$ cat config.mk
export PLATFORM = sky130hd
export DESIGN_NAME = nz_result_writer_flat
export DESIGN_NICKNAME = d
export VERILOG_FILES = /design/src/rtl/nz_result_writer_pkg.sv /design/src/rtl/nz_result_writer_if.sv /design/src/rtl/nz_result_writer_fifo.sv /design/src/rtl/nz_result_writer.sv /design/src/flat_wrapper.sv
export SDC_FILE = /design/constraint.sdc
export NUM_CORES = 1
export LEC_CHECK = 0
export ABC_AREA = 0
export CORE_ASPECT_RATIO = 1.4
export CORE_UTILIZATION = 50
export DETAILED_ROUTE_END_ITERATION = 10
export PLACE_DENSITY = 0.69
export SLEW_MARGIN = 20
export SYNTH_ARGS = -nofsm -noshare
export SYNTH_HDL_FRONTEND = slang
export SYNTH_SLANG_ARGS = --single-unit
$ cat constraint.sdc
create_clock -name clk -period 5.8 [get_ports clk]
set_clock_uncertainty 0.15 [all_clocks]
set_input_delay 0.58 -clock clk [delete_from_list [all_inputs] [get_ports clk]]
set_output_delay 0.58 -clock clk [all_outputs]
set_load 0.02 [all_outputs]
$ cat src/rtl/nz_result_writer_pkg.sv
// Shared definitions for the nonzero-result writer and its upstream detector.
// Holds the run-state encoding, the result width and the two signed-zero encodings.
package nz_result_writer_pkg;

    localparam int NZ_DATA_W = 48;

    localparam logic [NZ_DATA_W-1:0] POS_ZERO = 48'h000000000000;
    localparam logic [NZ_DATA_W-1:0] NEG_ZERO = 48'h800000000000;

    typedef enum logic [1:0] {
        ST_IDLE  = 2'd0,
        ST_RUN   = 2'd1,
        ST_DRAIN = 2'd2,
        ST_DONE  = 2'd3
    } state_e;

    // Number of lanes carrying a word this cycle (0, 1 or 2).
    function automatic logic [1:0] lane_count(input logic we_a, input logic we_b);
        return {1'b0, we_a} + {1'b0, we_b};
    endfunction

endpackage

$ cat src/rtl/nz_result_writer_if.sv
// Result-pair input stream and result-memory write port of the writer.
// master = the writer itself; slave = the detector/memory environment around it.
interface nz_result_writer_if
    import nz_result_writer_pkg::*;
#(
    parameter int DATA_W = NZ_DATA_W,
    parameter int ADDR_W = 10
) ();

    logic              in_valid;
    logic              in_ready;
    logic              in_last;
    logic [DATA_W-1:0] data0;
    logic [DATA_W-1:0] data1;
    logic              we0;
    logic              we1;

    logic              mem_wr_en;
    logic [ADDR_W-1:0] mem_addr;
    logic [DATA_W-1:0] mem_wdata;
    logic              mem_ready;

    modport master (
        input  in_valid, in_last, data0, data1, we0, we1, mem_ready,
        output in_ready, mem_wr_en, mem_addr, mem_wdata
    );

    modport slave (
        output in_valid, in_last, data0, data1, we0, we1, mem_ready,
        input  in_ready, mem_wr_en, mem_addr, mem_wdata
    );

endinterface

$ cat src/rtl/nz_result_writer_fifo.sv
// Synchronous FIFO accepting 0, 1 or 2 words per cycle and releasing at most one.
// Pointers carry an extra wrap bit so full and empty are told apart by the MSB.
module nz_sync_fifo #(
    parameter int DATA_W = 48,
    parameter int DEPTH  = 8,
    localparam int IDX_W = $clog2(DEPTH),
    localparam int PTR_W = IDX_W + 1
) (
    input  logic              clk,
    input  logic              rst,
    input  logic [1:0]        push_cnt,
    input  logic [DATA_W-1:0] push_d0,
    input  logic [DATA_W-1:0] push_d1,
    input  logic              pop,
    output logic [DATA_W-1:0] head,
    output logic              empty,
    output logic              full,
    output logic [PTR_W-1:0]  count
);

    logic [PTR_W-1:0]  wptr_q, wptr_d;
    logic [PTR_W-1:0]  rptr_q, rptr_d;
    logic [PTR_W-1:0]  wptr_nxt1;
    logic [DATA_W-1:0] mem_q [DEPTH];
    logic [DATA_W-1:0] mem_d [DEPTH];
    logic              pop_ok;

    assign wptr_nxt1 = wptr_q + PTR_W'(1);
    assign pop_ok    = pop & ~empty;

    assign empty = (wptr_q == rptr_q);
    assign full  = (wptr_q[PTR_W-1] != rptr_q[PTR_W-1]) &&
                   (wptr_q[IDX_W-1:0] == rptr_q[IDX_W-1:0]);
    assign count = wptr_q - rptr_q;
    assign head  = mem_q[rptr_q[IDX_W-1:0]];

    always_comb begin
        mem_d  = mem_q;
        wptr_d = wptr_q;
        rptr_d = rptr_q;
        if (push_cnt != 2'd0) begin
            mem_d[wptr_q[IDX_W-1:0]] = push_d0;
        end
        if (push_cnt == 2'd2) begin
            mem_d[wptr_nxt1[IDX_W-1:0]] = push_d1;
        end
        wptr_d = wptr_q + PTR_W'(push_cnt);
        if (pop_ok) begin
            rptr_d = rptr_q + PTR_W'(1);
        end
    end

    always_ff @(posedge clk or posedge rst) begin
        if (rst) begin
            wptr_q <= '0;
            rptr_q <= '0;
        end else begin
            wptr_q <= wptr_d;
            rptr_q <= rptr_d;
        end
    end

    // Storage needs no reset: the pointers alone define what is valid.
    always_ff @(posedge clk) begin
        mem_q <= mem_d;
    end

endmodule

$ cat src/rtl/nz_result_writer.sv
// Compacts enabled result lanes into a FIFO and streams them to result memory
// at consecutive addresses, framing each run with start/last and a done pulse.
module nz_result_writer
    import nz_result_writer_pkg::*;
#(
    parameter int DATA_W = NZ_DATA_W,
    parameter int DEPTH  = 8,
    parameter int ADDR_W = 10,
    parameter int CNT_W  = 16
) (
    input  logic               clk,
    input  logic               rst,
    input  logic               start,
    input  logic [ADDR_W-1:0]  base_addr,
    nz_result_writer_if.master bus,
    output logic               busy,
    output logic               done,
    output logic [CNT_W-1:0]   write_count
);

    localparam int PTR_W = $clog2(DEPTH) + 1;

    state_e            state_q, state_d;
    logic [ADDR_W-1:0] addr_q, addr_d;
    logic [CNT_W-1:0]  wcnt_q, wcnt_d;

    logic [DATA_W-1:0] fifo_head;
    logic              fifo_empty;
    logic              fifo_full;
    logic [PTR_W-1:0]  fifo_count;
    logic [PTR_W-1:0]  fifo_free;
    logic [1:0]        push_cnt;
    logic [DATA_W-1:0] push_d0;
    logic              accept;
    logic              pop;
    logic              in_ready_int;
    logic              wr_en_int;

    assign fifo_free = PTR_W'(DEPTH) - fifo_count;
    assign accept    = bus.in_valid & in_ready_int;
    assign push_cnt  = accept ? lane_count(bus.we0, bus.we1) : 2'd0;
    // Lane 1 slides into the first slot when lane 0 carries nothing.
    assign push_d0   = bus.we0 ? bus.data0 : bus.data1;
    assign pop       = wr_en_int & bus.mem_ready;

    nz_sync_fifo #(
        .DATA_W (DATA_W),
        .DEPTH  (DEPTH)
    ) u_fifo (
        .clk      (clk),
        .rst      (rst),
        .push_cnt (push_cnt),
        .push_d0  (push_d0),
        .push_d1  (bus.data1),
        .pop      (pop),
        .head     (fifo_head),
        .empty    (fifo_empty),
        .full     (fifo_full),
        .count    (fifo_count)
    );

    always_ff @(posedge clk or posedge rst) begin
        if (rst) begin
            state_q <= ST_IDLE;
        end else begin
            state_q <= state_d;
        end
    end

    always_comb begin
        state_d = state_q;
        case (state_q)
            ST_IDLE:  if (start) state_d = ST_RUN;
            ST_RUN:   if (accept && bus.in_last) state_d = ST_DRAIN;
            ST_DRAIN: if (fifo_empty) state_d = ST_DONE;
            ST_DONE:  state_d = ST_IDLE;
            default:  state_d = ST_IDLE;
        endcase
    end

    // in_ready looks only at registered occupancy, never at mem_ready.
    always_comb begin
        in_ready_int = 1'b0;
        wr_en_int    = 1'b0;
        busy         = 1'b1;
        done         = 1'b0;
        case (state_q)
            ST_IDLE:  busy = 1'b0;
            ST_RUN: begin
                in_ready_int = ~fifo_full && (fifo_free >= PTR_W'(2));
                wr_en_int    = ~fifo_empty;
            end
            ST_DRAIN: wr_en_int = ~fifo_empty;
            ST_DONE:  done = 1'b1;
            default:  busy = 1'b0;
        endcase
    end

    always_comb begin
        addr_d = addr_q;
        wcnt_d = wcnt_q;
        if (state_q == ST_IDLE && start) begin
            addr_d = base_addr;
            wcnt_d = '0;
        end else if (pop) begin
            addr_d = addr_q + ADDR_W'(1);
            if (wcnt_q != {CNT_W{1'b1}}) begin
                wcnt_d = wcnt_q + CNT_W'(1);
            end
        end
    end

    always_ff @(posedge clk or posedge rst) begin
        if (rst) begin
            addr_q <= '0;
            wcnt_q <= '0;
        end else begin
            addr_q <= addr_d;
            wcnt_q <= wcnt_d;
        end
    end

    assign bus.in_ready  = in_ready_int;
    assign bus.mem_wr_en = wr_en_int;
    assign bus.mem_addr  = addr_q;
    assign bus.mem_wdata = fifo_head;
    assign write_count   = wcnt_q;

endmodule

$ cat src/flat_wrapper.sv
// flat-port wrapper written by rule: the top's interface ports become plain ports
module nz_result_writer_flat import nz_result_writer_pkg::*;
#(
    parameter int DATA_W = NZ_DATA_W,
    parameter int DEPTH  = 8,
    parameter int ADDR_W = 10,
    parameter int CNT_W  = 16
)
  (clk, rst, start, base_addr, busy, done, write_count, bus_in_valid, bus_in_last, bus_data0, bus_data1, bus_we0, bus_we1, bus_mem_ready, bus_in_ready, bus_mem_wr_en, bus_mem_addr, bus_mem_wdata);
  nz_result_writer_if #(.DATA_W(DATA_W), .ADDR_W(ADDR_W)) bus_i ();
  input  logic clk;
  input  logic rst;
  input  logic start;
  input  logic [ADDR_W-1:0] base_addr;
  output logic busy;
  output logic done;
  output logic [CNT_W-1:0] write_count;
  input wire logic [$bits(bus_i.in_valid)-1:0] bus_in_valid;
  input wire logic [$bits(bus_i.in_last)-1:0] bus_in_last;
  input wire logic [$bits(bus_i.data0)-1:0] bus_data0;
  input wire logic [$bits(bus_i.data1)-1:0] bus_data1;
  input wire logic [$bits(bus_i.we0)-1:0] bus_we0;
  input wire logic [$bits(bus_i.we1)-1:0] bus_we1;
  input wire logic [$bits(bus_i.mem_ready)-1:0] bus_mem_ready;
  output wire logic [$bits(bus_i.in_ready)-1:0] bus_in_ready;
  output wire logic [$bits(bus_i.mem_wr_en)-1:0] bus_mem_wr_en;
  output wire logic [$bits(bus_i.mem_addr)-1:0] bus_mem_addr;
  output wire logic [$bits(bus_i.mem_wdata)-1:0] bus_mem_wdata;
  assign bus_i.in_valid = bus_in_valid;
  assign bus_i.in_last = bus_in_last;
  assign bus_i.data0 = bus_data0;
  assign bus_i.data1 = bus_data1;
  assign bus_i.we0 = bus_we0;
  assign bus_i.we1 = bus_we1;
  assign bus_i.mem_ready = bus_mem_ready;
  assign bus_in_ready = bus_i.in_ready;
  assign bus_mem_wr_en = bus_i.mem_wr_en;
  assign bus_mem_addr = bus_i.mem_addr;
  assign bus_mem_wdata = bus_i.mem_wdata;
  nz_result_writer #(.DATA_W(DATA_W), .DEPTH(DEPTH), .ADDR_W(ADDR_W), .CNT_W(CNT_W)) u_core (.clk(clk), .rst(rst), .start(start), .base_addr(base_addr), .bus(bus_i), .busy(busy), .done(done), .write_count(write_count));
endmodule
# Word level (Yosys, flattened, before mapping)
# Index checks and enable logic that the tools add are counted.
# word_totals
out_inout_bits,78
elab_cells,85
regBits,420
in_bits,114
# op_classes
reduce_logical,13
bitwise_logic,8
n_mux,26
eq_ne,11
order_cmp,6
add_sub_neg,8
# op_table
op,count
$bwmux 384,2
$mux 384,2
$demux 48 s3,2
$mux 48,5
$bmux 48 s3,1
$mux 16,3
$mux 10,2
$add 16x1->16 const B,1
$ne 16x16->1 const B,1
$ge 4x4->1 const B,3
$not 3->4,3
$add 10x1->10 const B,1
$lt 4x1->1 const B,2
$mux 2,4
$pmux 2 s4,1
$eq 2x2->1 const B,3
$logic_and 1x1->1,6
$reduce_bool 2->1,3
$add 4x1->4 const B,1
$add 4x2->4,1
$eq 4x4->1,1
$ge 4x2->1 const B,1
$mux 1,4
$ne 2x1->1 const B,2
other kinds (14),17

# Logic depth before layout (Yosys ltp)
# Gate-level depths: netlist of run 1.
# logic_depth
depth_word,11
ltp_mapped,19
mapped_depth_nobuf,15

# By module
# A second synthesis of run 1 with hierarchy kept.
# hier_totals
cells_unflattened,2796
hier_area_um2,21652.0
# by_module_without_submodules
module,seq_area_each_um2,cells_each,n_inst,area_each_um2
nz_sync_fifo,7887.6,2542,1,19202.2
nz_result_writer,700.7,254,1,2449.8

# Least setup slack after synthesis of run 1
# No wires, ideal clock.
# synth_path
kind,register -> register
start,register u_core.u_fifo.rptr_q[0]
end,register u_core.u_fifo.wptr_q[2]
arrival_time_ns,4.102
period_less_slack_ns,4.380
path_buffers,3
stages_incl_launch_ff,18
setup_slack_ns,1.420
t_required_ns,5.522
setup_ns,0.128
cell_sequence,dfrtp_1 clkbuf_1 buf_2 buf_1 inv_1 ha_1 inv_1 ha_1 inv_1 fa_1 xnor2_1 xnor2_1 a21oi_1 and2_1 and3_1 ha_1 fa_1 xor2_1
# synth_via
elab_chain_cells,8
word_cells_on_any_way,11
classes_between,3 x add/sub; 1 x order compare; 1 x eq/ne; 2 x mux; 2 x bitwise; 2 x reduce/logical
# synth_rtl
element,line,text
"start, declared",nz_result_writer_fifo.sv:22,"logic [PTR_W-1:0] rptr_q, rptr_d;"
"start signal, assigned",nz_result_writer_fifo.sv:59,rptr_q <= rptr_d;
$sub 4x4->4 / $eq 3x3->1 (equally long branches),"nz_result_writer_fifo.sv:34, nz_result_writer_fifo.sv:33",
$sub 4x4->4 / $logic_and 1x1->1 (equally long branches),"nz_result_writer.sv:39, nz_result_writer_fifo.sv:32",
$ge 4x2->1 / $not 1->1 (equally long branches),nz_result_writer.sv:90,in_ready_int = ~fifo_full && (fifo_free >= PTR_W'(2));
$logic_and 1x1->1 (*),nz_result_writer.sv:90,
$mux 1 (*),nz_result_writer.sv:87,case (state_q)
net bus_in_ready,flat_wrapper.sv:25,output wire logic [$bits(bus_i.in_ready)-1:0] bus_in_ready;
$and 1x1->1 (*),nz_result_writer.sv:40,assign accept = bus.in_valid & in_ready_int;
$mux 2 (*),nz_result_writer.sv:41,"assign push_cnt = accept ? lane_count(bus.we0, bus.we1) : 2'd0;"
$add 4x2->4 (*),nz_result_writer_fifo.sv:47,wptr_d = wptr_q + PTR_W'(push_cnt);
net u_core.u_fifo.wptr_d[2],nz_result_writer_fifo.sv:21,"logic [PTR_W-1:0] wptr_q, wptr_d;"
"end signal, assigned",nz_result_writer_fifo.sv:58,wptr_q <= wptr_d;
"end, declared",nz_result_writer_fifo.sv:21,
# Mark *: on every way through the listed nets, which the timed path passes. The rest lies on a longest branch.
# A chain may end at the register's enable or synchronous reset.

# Worst setup path after layout of run 1
# layout_path
start,register u_core.u_fifo.rptr_q[0]
end,output port bus_mem_wdata[7]
# layout_via
elab_chain_cells,4
# layout_rtl
element,line,text
$not 3->4 (implied by the code),nz_result_writer_fifo.sv:35,assign head = mem_q[rptr_q[IDX_W-1:0]];
$bmux 48 s3,nz_result_writer_fifo.sv:35,
$mux 48 (implied by the code) (2 in a row),nz_result_writer_fifo.sv:35,
"end, declared",flat_wrapper.sv:28,output wire logic [$bits(bus_i.mem_wdata)-1:0] bus_mem_wdata;
# Every way passes these cells. The select of a mux whose other input is x is not followed.

==> results of run 1 <==
==> power by group through the flow <==
stage,combinational [mW],sequential [mW],clock [mW]
after CTS,6.40,5.05,2.90
final,6.44,5.09,2.89
after global placement,6.21,5.05,0
after global routing,6.89,5.19,3.01
after floorplan,4.54,4.80,0
after detailed placement,6.36,5.10,0
==> cell type report <==
class,count,area (um^2)
fillers,3374,15800
multi-input cells,1420,10700
flip-flops and latches,420,8600
repair buffers,239,2330
clock buffers,62,1320
well taps,528,661
clock inverters,12,139
inverters,12,45.0
diodes,7,17.5
==> state kept, by name (all words and copies together), names as in the netlist <==
register              cells
u_core.bus.mem_addr      10
u_core.write_count       16
u_core.u_fifo.rptr_q      4
u_core.u_fifo.mem_q     384
u_core.state_q            2
u_core.u_fifo.wptr_q      4
==> path summary, 6_finish.rpt <==
check / from / end / slack [ns] / cells past startpoint
min: rst / u_core.write_count[13] / 0.29 / 3
min reg2reg: u_core.u_fifo.mem_q[200] / u_core.u_fifo.mem_q[200] / 0.41 / 2
min in group clk: u_core.u_fifo.mem_q[200] / u_core.u_fifo.mem_q[200] / 0.41 / 2
max: u_core.u_fifo.rptr_q[0] / bus_mem_wdata[7] / 0.78 / 5
max in group asynchronous: rst / u_core.u_fifo.rptr_q[1] / 4.83 / 3
max reg2reg: u_core.u_fifo.rptr_q[1] / u_core.u_fifo.mem_q[175] / 1.27 / 11
==> critical path: stages (launching register included) <==
cell and delay [ns]:
dfrtp_4 0.40, buf_4 0.80, buf_4 0.92, mux4_2 0.61, mux2_2 0.28, clkdlybuf4s50_1 0.67
==> layout by cell type (no fill, tap or decap), types with 8 or more instances in the layout <==
cell             instances
mux2i_1                 49
dfrtp_1                 33
clkbuf_8                11
nand3_1                 18
a21oi_1                 55
nor2_1                  73
clkinv_2                 8
mux4_2                  96
nand2_1                220
clkdlybuf4s50_1        190
mux2_2                  49
buf_4                   44
ha_1                    16
clkbuf_16               46
o22ai_1                387
o21ai_0                158
a2bb2oi_1              191
nand4_1                  9
dfxtp_1                384
inv_1                   12
xnor2_1                 14
xor2_1                  16
==> through the flow <==
step	cell area (um^2)	setup slack [ns]	utilization (%)	hold slack, ns
4_1_cts	23700	0.727	60.0	0.301
5_1_grt	23800	0.525	60.0	0.345
6_report	23800	0.785	60.0	0.287
3_5_place_dp	22300	1.31	56.3	0.393
2_1_floorplan	20200	1.42	-	0.360
3_3_place_gp	22300	1.34	56.3	0.378
==> logic make-up after synthesis <==
family,Yosys count
buf+inv,268
mux,194
fa+ha+maj,18
xor+xnor,31
compound gates,803
flops,420
simple gates,374
==> metal layers <==
layer,wire (um),global-route usage (%),vias to the layer above
met2,35300,58.7,1037
met4,3610,20.0,2
met1,25600,39.3,8951
li1,-,-,8114
met5,13,0,-
met3,5520,4.87,253
==> flow_summary.ini, run 1 <==
[floorplan]
initial_utilization_pct = 51.0
design.die.area_um2 = 41200
die_boundary_width_um = 172
chipHeight_um = 240
core.rowCount = 86
core_region_area_um2 = 39600
pin_count = 192

[synth]
post_synth_edffs = 0
asyncSetResetFlopFracSynth_pct = 8.57
synth_compound_gate_area_share_pct = 26.0
yosys.cell_count.top_type = o22ai_1
yosys_warnings = 0
muxShareOfSynthArea_pct = 15.9
synth_top_cells_by_area = dfxtp_1, o22ai_1, mux4_2
syn-mean-instance-area_um2 = 9.59
postSynthCellCount = 2108
synthDistinctLibCells = 44
synthXorXnorAreaFrac_pct = 1.38
synth_simple_gate_area_share_pct = 7.78
synth-seq-area-share_pct = 42.5
ys_seq_elements = 420
synth_top_cells_by_count = o22ai_1, dfxtp_1, nand2_1, clkbuf_1, a2bb2oi_1
ys_dominant_reg_cell = dfxtp_1
yosysTopAreaCellShare_pct = 38.0
synth_nets = 2240
syn-cell-area_um2 = 20200
synth_top_cell_by_area = dfxtp_1
dominant_combinational_cell_family_by_area_after_synthesis = compound AO/OA/AOI/OAI gates
synth_adder_area_share_pct = 1.19

[clock_tree]
clock_tree.htree_level_count = 2
postCtsResizedCells = 0
cts_hold_buffers = 0
clock_insertion_delay_worst_skew_ns = 0.56
numClockSinks = 420
clock_tree_root_driver_cell = clkbuf_16
clk_transition_reported_paths_ns = 0.07
numCtsBuffers = 41
tritoncts = built
max-clock-path-buffers = 3
cts_setup_buffers = 0

[timing]
finalHoldViolations = 0
finalSetupViolations = 0
timing_worst_slew_pin_value_ns = 1.06
max_freq_mhz = 199
totalNegativeSetupSlack_ns = 0
rsz0062_at_grt = no
slew_violations = 0
slew_headroom_pct = 29.6
post-route-period-util_pct = 86.5
fin_crit_ns = 5.02

[place]
finalWeightedCongestion = 0.900
number_of_instances_in_the_placed_design = 2619
placement.io_buffers = 191
hpwl_mm = 41.4

[global_routing]
first_global_vias = 18500
grt.total_usage_pct = 33.8
antenna_found_initial = 8
grt-ovfl-total = 0
grt_first_pass_wirelength_mm = 107
grt_max_degree = 63

[drt]
detail_route.vias_per_cell = 6.80
drt_iter0_markers = 1819
detailroute.via_count = 18400
avgRoutedWirePerCell_um = 25.9
detailed_routing_iterations_pass_1 = 6
postRouteAntennaNets = 0
drc_errors = 0
routed_wl_mm = 70.0

[worst_setup_path]
worstSetupEndpointType = primary output
timing.critical_path.arrival_ns = 4.29
crit_required_ns = 5.07
critical_path.max_fanout = 50
timing.setup.critical_path_class = flop to primary output
crit_path_start_kind = flop

[finish]
final_layout_net_count = 2266
drive_gt1_share_pct = 13.8
area_growth_pct = 17.6
fin_cells = 2700

[pwr]
max-vdd-ir-drop_v = 0.000380
design_power_total_mw = 14.4
switching_share_pct = 35.2
power.combinational.fraction_pct = 44.7
cellPowerDensity_nw_per_um2 = 606
share_clk_of_total_power_pct = 20.0
switching_power_mw = 5.07
seqPwrFrac_pct = 35.3
p_leak_nw = 8.89
internal_power_mw = 9.34

[job]
drv.max_cap_violation_count = 0

[status]
outcome = finished, final reports clean

[hold_path]
worstHoldPathType = input pin to async pin
(Power assumes the default switching activity.)
==> run 2: changes to the inputs <==
Settings changed: CORE_MARGIN set to 10, CTS_CLUSTER_DIAMETER set to 150.
==> flow_summary.ini, run 2 (same netlist as run 1, synthesis figures left out) <==
[status]
outcome = finished, final reports clean

[clock_tree]
clock_insertion_delay_worst_skew_ns = 0.56
max-clock-path-buffers = 3
clock_tree_root_driver_cell = clkbuf_16
numClockSinks = 420
tritoncts = built
cts_setup_buffers = 0
clock_tree.htree_level_count = 2
clk_transition_reported_paths_ns = 0.06
numCtsBuffers = 42
cts_hold_buffers = 0
postCtsResizedCells = 0

[pwr]
p_leak_nw = 8.87
max-vdd-ir-drop_v = 0.000383
cellPowerDensity_nw_per_um2 = 606
design_power_total_mw = 14.4

[global_routing]
grt.total_usage_pct = 27.8
antenna_found_initial = 2
grt_first_pass_wirelength_mm = 108
grt-ovfl-total = 0
grt_max_degree = 99
first_global_vias = 18600

[finish]
max_flop_register = u_core.u_fifo.mem_q
drive_gt1_share_pct = 14.0
fin_util_pct = 59.0
final_layout_net_count = 2274
area_growth_pct = 17.2
largest_register_ffs = 384
filler_cell_count = 3371
most_common_cell_after_layout_fill_and_taps_aside = o22ai_1
fin_cells = 2707
stdcell_area_um2 = 23700
most-common-layout-cells = o22ai_1, dfxtp_1, nand2_1, a2bb2oi_1, clkdlybuf4s50_1

[timing]
totalNegativeSetupSlack_ns = 0
finalSetupViolations = 0
slew_violations = 0
hold-worst-slack_ns = 0.284
timing_worst_slew_pin_value_ns = 1.13
slew_headroom_pct = 24.8
max_freq_mhz = 207
layout_setup_ws_ns = 0.970
rsz0062_at_grt = no
finalHoldViolations = 0
post-route-period-util_pct = 83.3
fin_crit_ns = 4.83

[worst_setup_path]
critical_path_cell_by_cell = ha_1 > ha_1 > inv_1 > fa_1 > xnor2_1 > xnor2_1 > a21oi_1 > and2_1 > clkdlybuf4s50_1
critical_path.max_fanout = 35
crit_required_ns = 5.07
worstRegToRegCells = 11
worstSetupEndpointType = primary output
ff2ff_setup_slack_ns = 1.31
crit_path_start_kind = flop
worst_r2r_startpoint = u_core.u_fifo.rptr_q[1]
timing.critical_path.arrival_ns = 4.10
worst_path_largest_cell_delay_ns = 0.71
timing.setup.critical_path_class = flop to primary output
reg2reg_to = u_core.u_fifo.mem_q[175]
critical-path-slowest-cell = dfrtp_4

[floorplan]
core.rowCount = 87
die_boundary_width_um = 190
pin_count = 192
chipHeight_um = 258
core_region_area_um2 = 40200
design.die.area_um2 = 49000
initial_utilization_pct = 50.3

[drt]
postRouteAntennaNets = 0
routed_wl_mm = 71.5
drt_iter0_markers = 1881
avgRoutedWirePerCell_um = 26.4
detail_route.vias_per_cell = 6.82
detailed_routing_iterations_pass_1 = 5
drc_errors = 0
detailroute.via_count = 18500

[job]
drv.max_cap_violation_count = 0

[hold_path]
worstHoldPathType = input pin to async pin

[place]
finalWeightedCongestion = 0.893
detailed_place.area_um2 = 22300
hpwl_mm = 43.0
number_of_instances_in_the_placed_design = 2632
pre_cts_slack_ns = 1.44
placement.io_buffers = 191
==> run 2: cell types whose count changed in the layout (fill, tap and decap cells not counted), sizes merged <==
cell and change:
diode -6, clkbuf -1, clkinvlp +1, buf +7
inv +1, bufinv -1
==> run 2: routing by layer <==
metal / track usage [%] / routed length, um / up-vias
met5: 0 / 0 / -
met4: 13.6 / 2820 / 0
met3: 4.72 / 5600 / 215
met2: 49.0 / 36600 / 1033
met1: 31.9 / 26500 / 9105
li1: - / - / 8117
==> run 2: how the worst max path moves through the flow <==
stage | start | to | slack, ns | cells after the start
3_5_place_dp | u_core.u_fifo.rptr_q[1] | u_core.u_fifo.mem_q[181] | 1.44 | 11
3_3_place_gp | u_core.u_fifo.rptr_q[1] | u_core.u_fifo.mem_q[152] | 1.46 | 11
5_1_grt | u_core.u_fifo.rptr_q[1] | bus_in_ready | 0.77 | 9
2_1_floorplan | u_core.u_fifo.rptr_q[0] | u_core.u_fifo.wptr_q[2] | 1.42 | 17
4_1_cts | u_core.u_fifo.rptr_q[1] | bus_in_ready | 0.99 | 9
6_report | u_core.u_fifo.rptr_q[1] | bus_in_ready | 0.97 | 9
==> run 2: worst max-delay path, delay by kind of cell, from the launching register on <==
family | cells | cell delay, ns
fa+ha+maj | 3 | 0.99
flops | 1 | 0.71
buf+inv | 2 | 0.68
compound gates | 1 | 0.54
xor+xnor | 2 | 0.34
simple gates | 1 | 0.27
==> run 2: where the power goes <==
group	switching (mW)	leakage (nW)	total [mW]	internal, mW
Clock	1.18	0.691	2.77	1.59
Sequential	0.805	3.67	5.04	4.24
Combinational	3.13	4.51	6.54	3.41
==> run 2: layout make-up <==
cell class | instances | area, um^2 | area share, %
antenna | 1 | 2.50 | 0.0106
clock buffer | 61 | 1250 | 5.29
clock inverter | 13 | 136 | 0.576
inverter | 12 | 45.0 | 0.190
multi-input combinational | 1420 | 10700 | 45.0
sequential | 420 | 8600 | 36.3
tap | 534 | 668 | 2.82
timing repair buffer | 246 | 2330 | 9.85
==> run 3: changes to the inputs <==
Settings changed: PLACE_DENSITY 0.69 to 0.72.
Clock period 5.8 ns to 4.4 ns, I/O delays scaled along.
==> flow_summary.ini, run 3 (same netlist as run 1, synthesis figures left out) <==
[status]
outcome = finished, final reports clean

[pwr]
design_power_total_mw = 18.9
cellPowerDensity_nw_per_um2 = 796
p_leak_nw = 8.92
max-vdd-ir-drop_v = 0.000551

[clock_tree]
clock_tree.htree_level_count = 2
max-clock-path-buffers = 3
clk_transition_reported_paths_ns = 0.06
clock_tree_root_driver_cell = clkbuf_16
cts_hold_buffers = 0
clock_insertion_delay_worst_skew_ns = 0.57
cts_setup_buffers = 0
numClockSinks = 420
numCtsBuffers = 41
tritoncts = built

[worst_setup_path]
worstSetupEndpointType = primary output
timing.setup.critical_path_class = flop to primary output
reg2reg_to = u_core.u_fifo.mem_q[165]
crit_end = bus_mem_wdata[47]
critical_path.max_fanout = 64
crit_required_ns = 3.81
crit_path_start_kind = flop
worstRegToRegCells = 12
worst_r2r_startpoint = u_core.u_fifo.wptr_q[1]
ff2ff_setup_slack_ns = 0.35
crit_start = u_core.u_fifo.rptr_q[1]
timing.critical_path.arrival_ns = 3.65

[drt]
drt_iter0_markers = 2099
drc_errors = 0
postRouteAntennaNets = 0
detailroute.via_count = 18400
detail_route.vias_per_cell = 6.82
avgRoutedWirePerCell_um = 26.2
routed_wl_mm = 70.8
detailed_routing_iterations_pass_1 = 6

[timing]
slew_violations = 0
slew_headroom_pct = 28.6
totalNegativeSetupSlack_ns = 0
finalSetupViolations = 0
max_freq_mhz = 236
finalHoldViolations = 0
hold-worst-slack_ns = 0.140
rsz0062_at_grt = no
timing_worst_slew_pin_value_ns = 1.07
fin_crit_ns = 4.24
post-route-period-util_pct = 96.4

[finish]
multi_input_area_um2 = 10700
final_layout_net_count = 2273
fin_cells = 2705
max_flop_register = u_core.u_fifo.mem_q
largest_register_ffs = 384
area_growth_pct = 17.8
drive_gt1_share_pct = 13.8
filler_cell_count = 3293
regArea_um2 = 8600
most-common-layout-cells = o22ai_1, dfxtp_1, nand2_1, a2bb2oi_1, clkdlybuf4s50_1
most_common_cell_after_layout_fill_and_taps_aside = o22ai_1

[floorplan]
pin_count = 192
core_region_area_um2 = 40200
initial_utilization_pct = 50.3
die_boundary_width_um = 190
chipHeight_um = 258
design.die.area_um2 = 49000
core.rowCount = 87

[global_routing]
antenna_found_initial = 4
grt_max_degree = 99
grt.total_usage_pct = 27.6
grt-ovfl-total = 0
grt_first_pass_wirelength_mm = 108
first_global_vias = 18400

[place]
number_of_instances_in_the_placed_design = 2632
placement.io_buffers = 191
finalWeightedCongestion = 0.856
hpwl_mm = 41.5

[job]
drv.max_cap_violation_count = 0

[hold_path]
worstHoldPathType = input pin to async pin
run 3: changes by cell type in the layout (fill, tap and decap cells not counted), moves of 2 or more:
| cell | before | now |
|---|---|---|
| buf_12 | 1 | 12 |
| buf_4 | 55 | 42 |
| buf_6 | 0 | 2 |
| clkbuf_1 | 7 | 9 |
| clkbuf_16 | 43 | 45 |
| clkbuf_8 | 11 | 6 |
| clkinv_2 | 8 | 6 |
run 3: timing repair:
item,CTS,global route
setup endpoints to repair,1,36
gates cloned,0,0
resized for setup,1,2
pin swaps,0,0
run 3: cell type report:
type,instances,share of cell area (%)
antenna,1,0.0105
inverter,12,0.189
clock buffer,60,5.22
tap,534,2.81
sequential,420,36.1
timing repair buffer,246,10.4
clock inverter,12,0.510
multi-input combinational,1420,44.7
run 3: stage by stage:
stage          setup slack, ns  utilization (%)  instance area, um^2
6_report                 0.161             59.3                23800
5_1_grt                 0.0115             59.3                23800
4_1_cts                  0.177             59.3                23800
3_5_place_dp             0.304             55.9                22400
3_3_place_gp             0.390             55.9                22400
2_1_floorplan           0.0200                -                20200
run 3: how the worst min path moves through the flow:
stage          slack, ns                        to  depth (start not counted)
3_5_place_dp        0.39  u_core.u_fifo.mem_q[236]                          2
3_3_place_gp        0.38  u_core.u_fifo.mem_q[297]                          2
5_1_grt             0.20    u_core.write_count[10]                          3
2_1_floorplan       0.36   u_core.u_fifo.wptr_q[2]                          1
4_1_cts             0.16    u_core.write_count[11]                          3
6_report            0.14    u_core.write_count[11]                          3
run 3: per-layer routing:
layer	vias up	wire length [um]	share of wire, %	track usage, %
met3	213	5990	8.5	4.63
met2	1125	35500	50	47.6
met4	6	2850	4.0	12.7
li1	8112	-	-	-
met5	-	40	0.056	0
met1	8993	26400	37	32.8
run 3: critical path, cell delays in order (launching register included):
cell and delay [ns]:
dfrtp_4 0.41, buf_4 0.51, buf_6 0.67, mux4_2 0.61, mux2_2 0.29, clkdlybuf4s50_1 0.55
run 3: power by group:
group | switching, mW | leakage, nW | total, mW | internal (mW)
Sequential | 0.976 | 3.66 | 6.56 | 5.59
Clock | 1.55 | 0.674 | 3.63 | 2.08
Combinational | 4.23 | 4.58 | 8.75 | 4.53
